===== config.mk =====
export PLATFORM = sky130hd
export DESIGN_NAME = isqrt_shared_arbiter
export DESIGN_NICKNAME = d
export VERILOG_FILES = /design/src/rtl/isqrt_arb_pkg.sv /design/src/rtl/isqrt_arb_tag_fifo.sv /design/src/rtl/isqrt_shared_arbiter.sv
export SDC_FILE = /design/constraint.sdc
export NUM_CORES = 1
export LEC_CHECK = 0
export CORE_ASPECT_RATIO = 1.1
export CORE_UTILIZATION = 40
export CTS_CLUSTER_DIAMETER = 80
export CTS_CLUSTER_SIZE = 24
export DETAILED_ROUTE_END_ITERATION = 10
export PLACE_DENSITY = 0.87
export SLEW_MARGIN = 20
export SYNTH_ARGS = -nofsm -noshare
export SYNTH_HDL_FRONTEND = slang
export SYNTH_SLANG_ARGS = --single-unit

===== constraint.sdc =====
create_clock -name clk -period 5.55 [get_ports clk]
set_input_delay 0.8325 -clock clk [delete_from_list [all_inputs] [get_ports clk]]
set_output_delay 0.8325 -clock clk [all_outputs]
set_load 0.01 [all_outputs]

===== src/rtl/isqrt_arb_pkg.sv =====
// Shared types and helpers for the isqrt arbiter slice.
// Optional statistics counters are enabled with ISQRT_ARB_STATS_EN.
package isqrt_arb_pkg;

  typedef logic [31:0] isqrt_arg_t;
  typedef logic [15:0] isqrt_res_t;

  // Width of a requester ID, never narrower than one bit.
  function automatic int tag_w(input int n);
    return (n <= 2) ? 1 : $clog2(n);
  endfunction

endpackage


===== src/rtl/isqrt_arb_tag_fifo.sv =====
// Tag FIFO remembering which requester owns each in-flight isqrt operation.
// DEPTH must be a power of two so the pointers wrap naturally.
module isqrt_arb_tag_fifo #(
  parameter int DEPTH = 8,
  parameter int WIDTH = 2
) (
  input  logic                     clk,
  input  logic                     rst_n,
  input  logic                     push,
  input  logic [WIDTH-1:0]         din,
  input  logic                     pop,
  output logic [WIDTH-1:0]         head,
  output logic                     full,
  output logic                     empty,
  output logic [$clog2(DEPTH):0]   count
);

  localparam int AW = $clog2(DEPTH);
  localparam int CW = AW + 1;

  logic [WIDTH-1:0] mem [DEPTH];
  logic [AW-1:0]    wr_ptr;
  logic [AW-1:0]    rd_ptr;

  always_ff @(posedge clk or negedge rst_n) begin
    if (!rst_n) begin
      wr_ptr <= '0;
      rd_ptr <= '0;
      count  <= '0;
    end else begin
      if (push) wr_ptr <= wr_ptr + AW'(1);
      if (pop)  rd_ptr <= rd_ptr + AW'(1);
      case ({push, pop})
        2'b10:   count <= count + CW'(1);
        2'b01:   count <= count - CW'(1);
        default: ;
      endcase
    end
  end

  // Storage needs no reset: entries are only read once the count covers them.
  always_ff @(posedge clk) begin
    if (push) mem[wr_ptr] <= din;
  end

  assign head  = mem[rd_ptr];
  assign full  = (count == CW'(DEPTH));
  assign empty = (count == '0);

endmodule


===== src/rtl/isqrt_shared_arbiter.sv =====
// Round-robin sharing of one in-order pipelined isqrt unit between N_REQ requesters.
// Define ISQRT_ARB_STATS_EN to add the stall_cnt / grant_cnt statistics outputs.
module isqrt_shared_arbiter
  import isqrt_arb_pkg::*;
#(
  parameter int N_REQ        = 4,
  parameter int MAX_INFLIGHT = 8
) (
  input  logic                 clk,
  input  logic                 rst_n,
  input  logic [N_REQ-1:0]     req_vld,
  input  logic [N_REQ*32-1:0]  req_x,
  output logic [N_REQ-1:0]     req_rdy,
  output logic [N_REQ-1:0]     rsp_vld,
  output isqrt_res_t           rsp_y,
  output logic                 isqrt_x_vld,
  output isqrt_arg_t           isqrt_x,
  input  logic                 isqrt_y_vld,
  input  isqrt_res_t           isqrt_y,
  output logic                 busy,
  output logic                 err_orphan
`ifdef ISQRT_ARB_STATS_EN
  ,
  output logic [31:0]          stall_cnt,
  output logic [N_REQ*32-1:0]  grant_cnt
`endif
);

  localparam int TW = tag_w(N_REQ);
  localparam int FW = $clog2(MAX_INFLIGHT) + 1;

  logic [TW-1:0] rr_ptr;
  logic [TW-1:0] winner;
  logic [TW-1:0] head_tag;
  logic [FW-1:0] fifo_count;
  logic          found;
  logic          can_issue;
  logic          accept;
  logic          pop;
  logic          fifo_full;
  logic          fifo_empty;

  function automatic logic [TW-1:0] rr_idx(input logic [TW-1:0] base, input int k);
    int s;
    s = int'(base) + k;
    if (s >= N_REQ) s = s - N_REQ;
    return TW'(s);
  endfunction

  // Walk from the farthest offset down so the closest valid requester to rr_ptr wins.
  always_comb begin
    winner = '0;
    found  = 1'b0;
    for (int k = N_REQ - 1; k >= 0; k--) begin
      if (req_vld[rr_idx(rr_ptr, k)]) begin
        winner = rr_idx(rr_ptr, k);
        found  = 1'b1;
      end
    end
  end

  assign can_issue   = !fifo_full || isqrt_y_vld;
  assign accept      = found && can_issue;
  assign pop         = isqrt_y_vld && !fifo_empty;
  assign req_rdy     = accept ? (N_REQ'(1) << winner) : '0;
  assign isqrt_x_vld = accept;
  assign isqrt_x     = req_x[32*winner +: 32];
  assign busy        = (fifo_count != '0);

  isqrt_arb_tag_fifo #(
    .DEPTH (MAX_INFLIGHT),
    .WIDTH (TW)
  ) u_tag_fifo (
    .clk   (clk),
    .rst_n (rst_n),
    .push  (accept),
    .din   (winner),
    .pop   (pop),
    .head  (head_tag),
    .full  (fifo_full),
    .empty (fifo_empty),
    .count (fifo_count)
  );

  always_ff @(posedge clk or negedge rst_n) begin
    if (!rst_n) begin
      rr_ptr     <= '0;
      rsp_vld    <= '0;
      rsp_y      <= '0;
      err_orphan <= 1'b0;
    end else begin
      if (accept) rr_ptr <= (winner == TW'(N_REQ - 1)) ? '0 : winner + TW'(1);
      rsp_vld <= pop ? (N_REQ'(1) << head_tag) : '0;
      if (pop) rsp_y <= isqrt_y;
      if (isqrt_y_vld && fifo_empty) err_orphan <= 1'b1;
    end
  end

`ifdef ISQRT_ARB_STATS_EN
  always_ff @(posedge clk or negedge rst_n) begin
    if (!rst_n) begin
      stall_cnt <= '0;
      grant_cnt <= '0;
    end else begin
      if (|req_vld && !can_issue) stall_cnt <= stall_cnt + 32'd1;
      for (int i = 0; i < N_REQ; i++) begin
        if (accept && winner == TW'(i)) grant_cnt[32*i +: 32] <= grant_cnt[32*i +: 32] + 32'd1;
      end
    end
  end
`endif

endmodule


==> flow_metrics.py <==
metrics = {
    "logic_synthesis": {
        "yosys.area.top_type_share": 0.289,
        "synth_ff_type": "dfrtp_1",
        "synth_cell_type_count": 40,
        "ys_seq_elements": 49,
        "syn-num-nets": 463,
        "synthCells": 303,
        "yosysWarningCount": 0,
        "synth_area_leaders": "mux2i_1, dfrtp_1, edfxtp_1",
        "yosysSeqAreaShare": 0.393,
        "syn_area_mm2": 0.00332,
        "synth_edf_count": 16,
        "synth_area_leader_cell": "mux2i_1",
        "synthMostInstantiatedCell": "mux2i_1",
        "synthTopCellsByCount": "mux2i_1, nand2_1, dfrtp_1, edfxtp_1, ha_1",
        "syn_area_per_cell_um2": 11.0,
        "async_flop_share": 0.673,
    },
    "final_layout": {
        "nFillCells": 617,
        "drive_gt1_frac": 0.0553,
        "insertedDiodeCount": 0,
        "syn2layout_area_growth_pct": 66.2,
        "multiInputGateArea_mm2": 0.00181,
        "nNetsFinal": 665,
        "area.sequential_mm2": 0.00131,
    },
    "global_route": {
        "antenna_found_initial": 0,
        "grt_use_total": 0.229,
        "grt_start_max_net_pins": 59,
        "grt_first_pass_wirelength_um": 15000,
        "grt.overflow.total": 0,
        "first_global_vias": 3142,
    },
    "critical_path": {
        "crit_arrival_ns": 3.62,
        "crit_path_end_kind": "output pin",
        "startpoint": "req_vld[1]",
        "slowest_stage": "o22a_4",
        "critPathMaxFanout": 58,
        "critPathMaxStageDelay_ns": 0.73,
        "path_cells": "clkdlybuf4s50_1, a21o_1, a21oi_2, o22a_4, buf_4, mux2i_1, mux2i_1, clkdlybuf4s50_1",
        "path_class": "in -> out",
        "r2r_slack_ns": 2.57,
        "crit_path_start_kind": "input pin",
        "worstReg2RegStart": "u_tag_fifo.count[1]$_DFFE_PN0P_",
        "crit_required_ns": 4.72,
    },
    "sta": {
        "clock_skew_ns": 0.00615,
        "slew_viol_final": 0,
        "period_minus_slack_ns": 4.45,
        "clock.fmax_ghz": 0.225,
        "setup_viol": 0,
        "final-hold-violation-count": 0,
        "rsz0062_at_grt": "no",
        "worst_pin_slew_ns": 0.892,
        "finalSetupTns_ns": 0,
        "slew_headroom": 0.405,
        "period_share": 0.802,
    },
    "routing": {
        "routed-via-count": 3058,
        "drtPass1Iterations": 4,
        "drtAntennaViolNets": 0,
        "drc": 0,
        "wl_per_cell_um": 16.0,
        "drt-initial-drc-count": 157,
        "routed_wl_um": 9830,
        "viasPerCell": 4.98,
    },
    "power": {
        "p_switching_mw": 0.801,
        "p_comb_frac": 0.604,
        "leakagePower_nw": 2.41,
        "p_sw_frac": 0.374,
        "power_mw": 2.14,
        "vdd_drop_max_v": 0.000218,
        "share_seq_of_total_power": 0.295,
        "p_per_area_mw_per_mm2": 387,
        "pwr-share-clk": 0.100,
        "p_int_mw": 1.34,
    },
    "cts": {
        "cts_buffers": 5,
        "cts_sinks": 49,
        "cts-htree-levels": 2,
        "cts_hold_buf": 0,
        "clk_path_buf_depth": 2,
        "ctsResizeCount": 0,
        "cts_tree": "done",
        "postCtsSetupBuffers": 0,
        "clkTransAtPathRegs_ns": 0.09,
        "root_buffer": "clkbuf_8",
        "clk_latency_ns": 0.31,
    },
    "min_path": {
        "min-delay-start": "rsp_y[6]$_DFFE_PN0P_",
        "hp-class": "reg -> reg",
    },
    "floorplanning": {
        "placementRows": 34,
        "ios": 210,
        "core_region_area_mm2": 0.00800,
        "die_h_um": 97.6,
        "dieWidth_um": 88.9,
        "start_util": 0.416,
        "die-area_mm2": 0.00868,
    },
    "placed_design": {
        "io_buffers": 209,
        "dp_hpwl_um": 8060,
        "gp_routability_congestion": 0.792,
    },
    "status": {
        "status": "completed",
    },
    "job": {
        "maxCapViolations": 0,
    },
}
metal layers:
layer / wire length (um) / part of all wire / GRT usage
met5: 0 / 0 / 0
met4: 218 / 0.022 / 0.0732
met3: 957 / 0.097 / 0.0816
met2: 5080 / 0.52 / 0.411
met1: 3570 / 0.36 / 0.242
registers in the layout, indices dropped and copies added (netlist names):
name,count
rsp_y,16
u_tag_fifo.mem,16
u_tag_fifo.wr_ptr,3
u_tag_fifo.rd_ptr,3
rr_ptr,2
rsp_vld,4
err_orphan,1
u_tag_fifo.count,4
worst max-delay path, delay by kind of cell:
family	cells	cell delay [ns]
mux	2	0.32
compound gates	3	1.07
buf+inv	3	1.35
power by group through the flow:
stage,Combinational [mW],Clock (mW),Sequential (mW)
6_report,1.29,0.215,0.632
5_1_grt,1.40,0.234,0.648
4_1_cts,1.30,0.217,0.631
3_5_place_dp,1.29,0,0.638
3_3_place_gp,1.27,0,0.629
2_1_floorplan,0.797,0,0.614
cell usage in the layout, fill, tap and decap left out, types with 2 or more instances in the layout:
cell type / netlist / layout
dfrtp_1: 33 / 33
xor2_1: 5 / 5
clkbuf_8: 0 / 5
inv_1: 8 / 8
mux2i_1: 96 / 96
a21oi_1: 5 / 4
nor3_1: 4 / 4
mux4_2: 4 / 4
clkdlybuf4s50_1: 0 / 209
ha_1: 9 / 9
nor2_1: 8 / 8
o22ai_1: 2 / 2
inv_2: 2 / 2
and2_1: 4 / 4
xnor2_1: 4 / 4
nand2_1: 55 / 55
edfxtp_1: 16 / 16
buf_4: 2 / 4
clkinvlp_4: 0 / 2
mux2_2: 3 / 3
a211oi_1: 2 / 2
a31oi_1: 4 / 4
nor3b_1: 6 / 6
layout make-up:
type                            instances  share of cell area
Tap cell                              108              0.0245
Timing Repair Buffer                  214               0.388
Clock buffer                            5              0.0125
Sequential cell                        49               0.236
Clock inverter                          3             0.00475
Multi-Input combinational cell        225               0.328
Inverter                               10             0.00679
path summary, 6_finish.rpt:
kind                                                    to  depth (start not counted)
setup / recovery                               isqrt_x[28]                          8
hold / removal                        rsp_y[6]$_DFFE_PN0P_                          2
setup reg to reg           u_tag_fifo.count[2]$_DFFE_PN0P_                         10
hold reg to reg                       rsp_y[6]$_DFFE_PN0P_                          2
max in group asynchronous             rsp_y[0]$_DFFE_PN0P_                          2
min in group asynchronous             rsp_vld[3]$_DFF_PN0_                          2
through the flow:
| step | worst slack, ns | util | hold slack, ns | std cells | cell area (um^2) |
|---|---|---|---|---|---|
| final | 1.10 | 0.691 | 0.478 | 614 | 5530 |
| after global routing | 0.982 | 0.691 | 0.504 | 614 | 5530 |
| after CTS | 1.13 | 0.691 | 0.483 | 614 | 5530 |
| after detailed placement | 1.14 | 0.679 | 0.462 | 606 | 5430 |
| after global placement | 1.21 | 0.679 | 0.458 | 606 | 5430 |
| after floorplan | 2.58 | - | 0.457 | 303 | 3320 |
kinds of logic (layout without fill, tap and decap cells):
group	count (synthesis)	count (layout)	synth area share
and+or+nand+nor	86	86	0.120
xor gates and xnor gates	9	9	0.0237
buffers and inverters	29	232	0.0685
adders and majority gates	9	9	0.0339
muxes	103	103	0.326
AOI/OAI and AO/OA	18	18	0.0346
DFF	49	49	0.393
No activity file was read; power rests on OpenSTA's default activity.
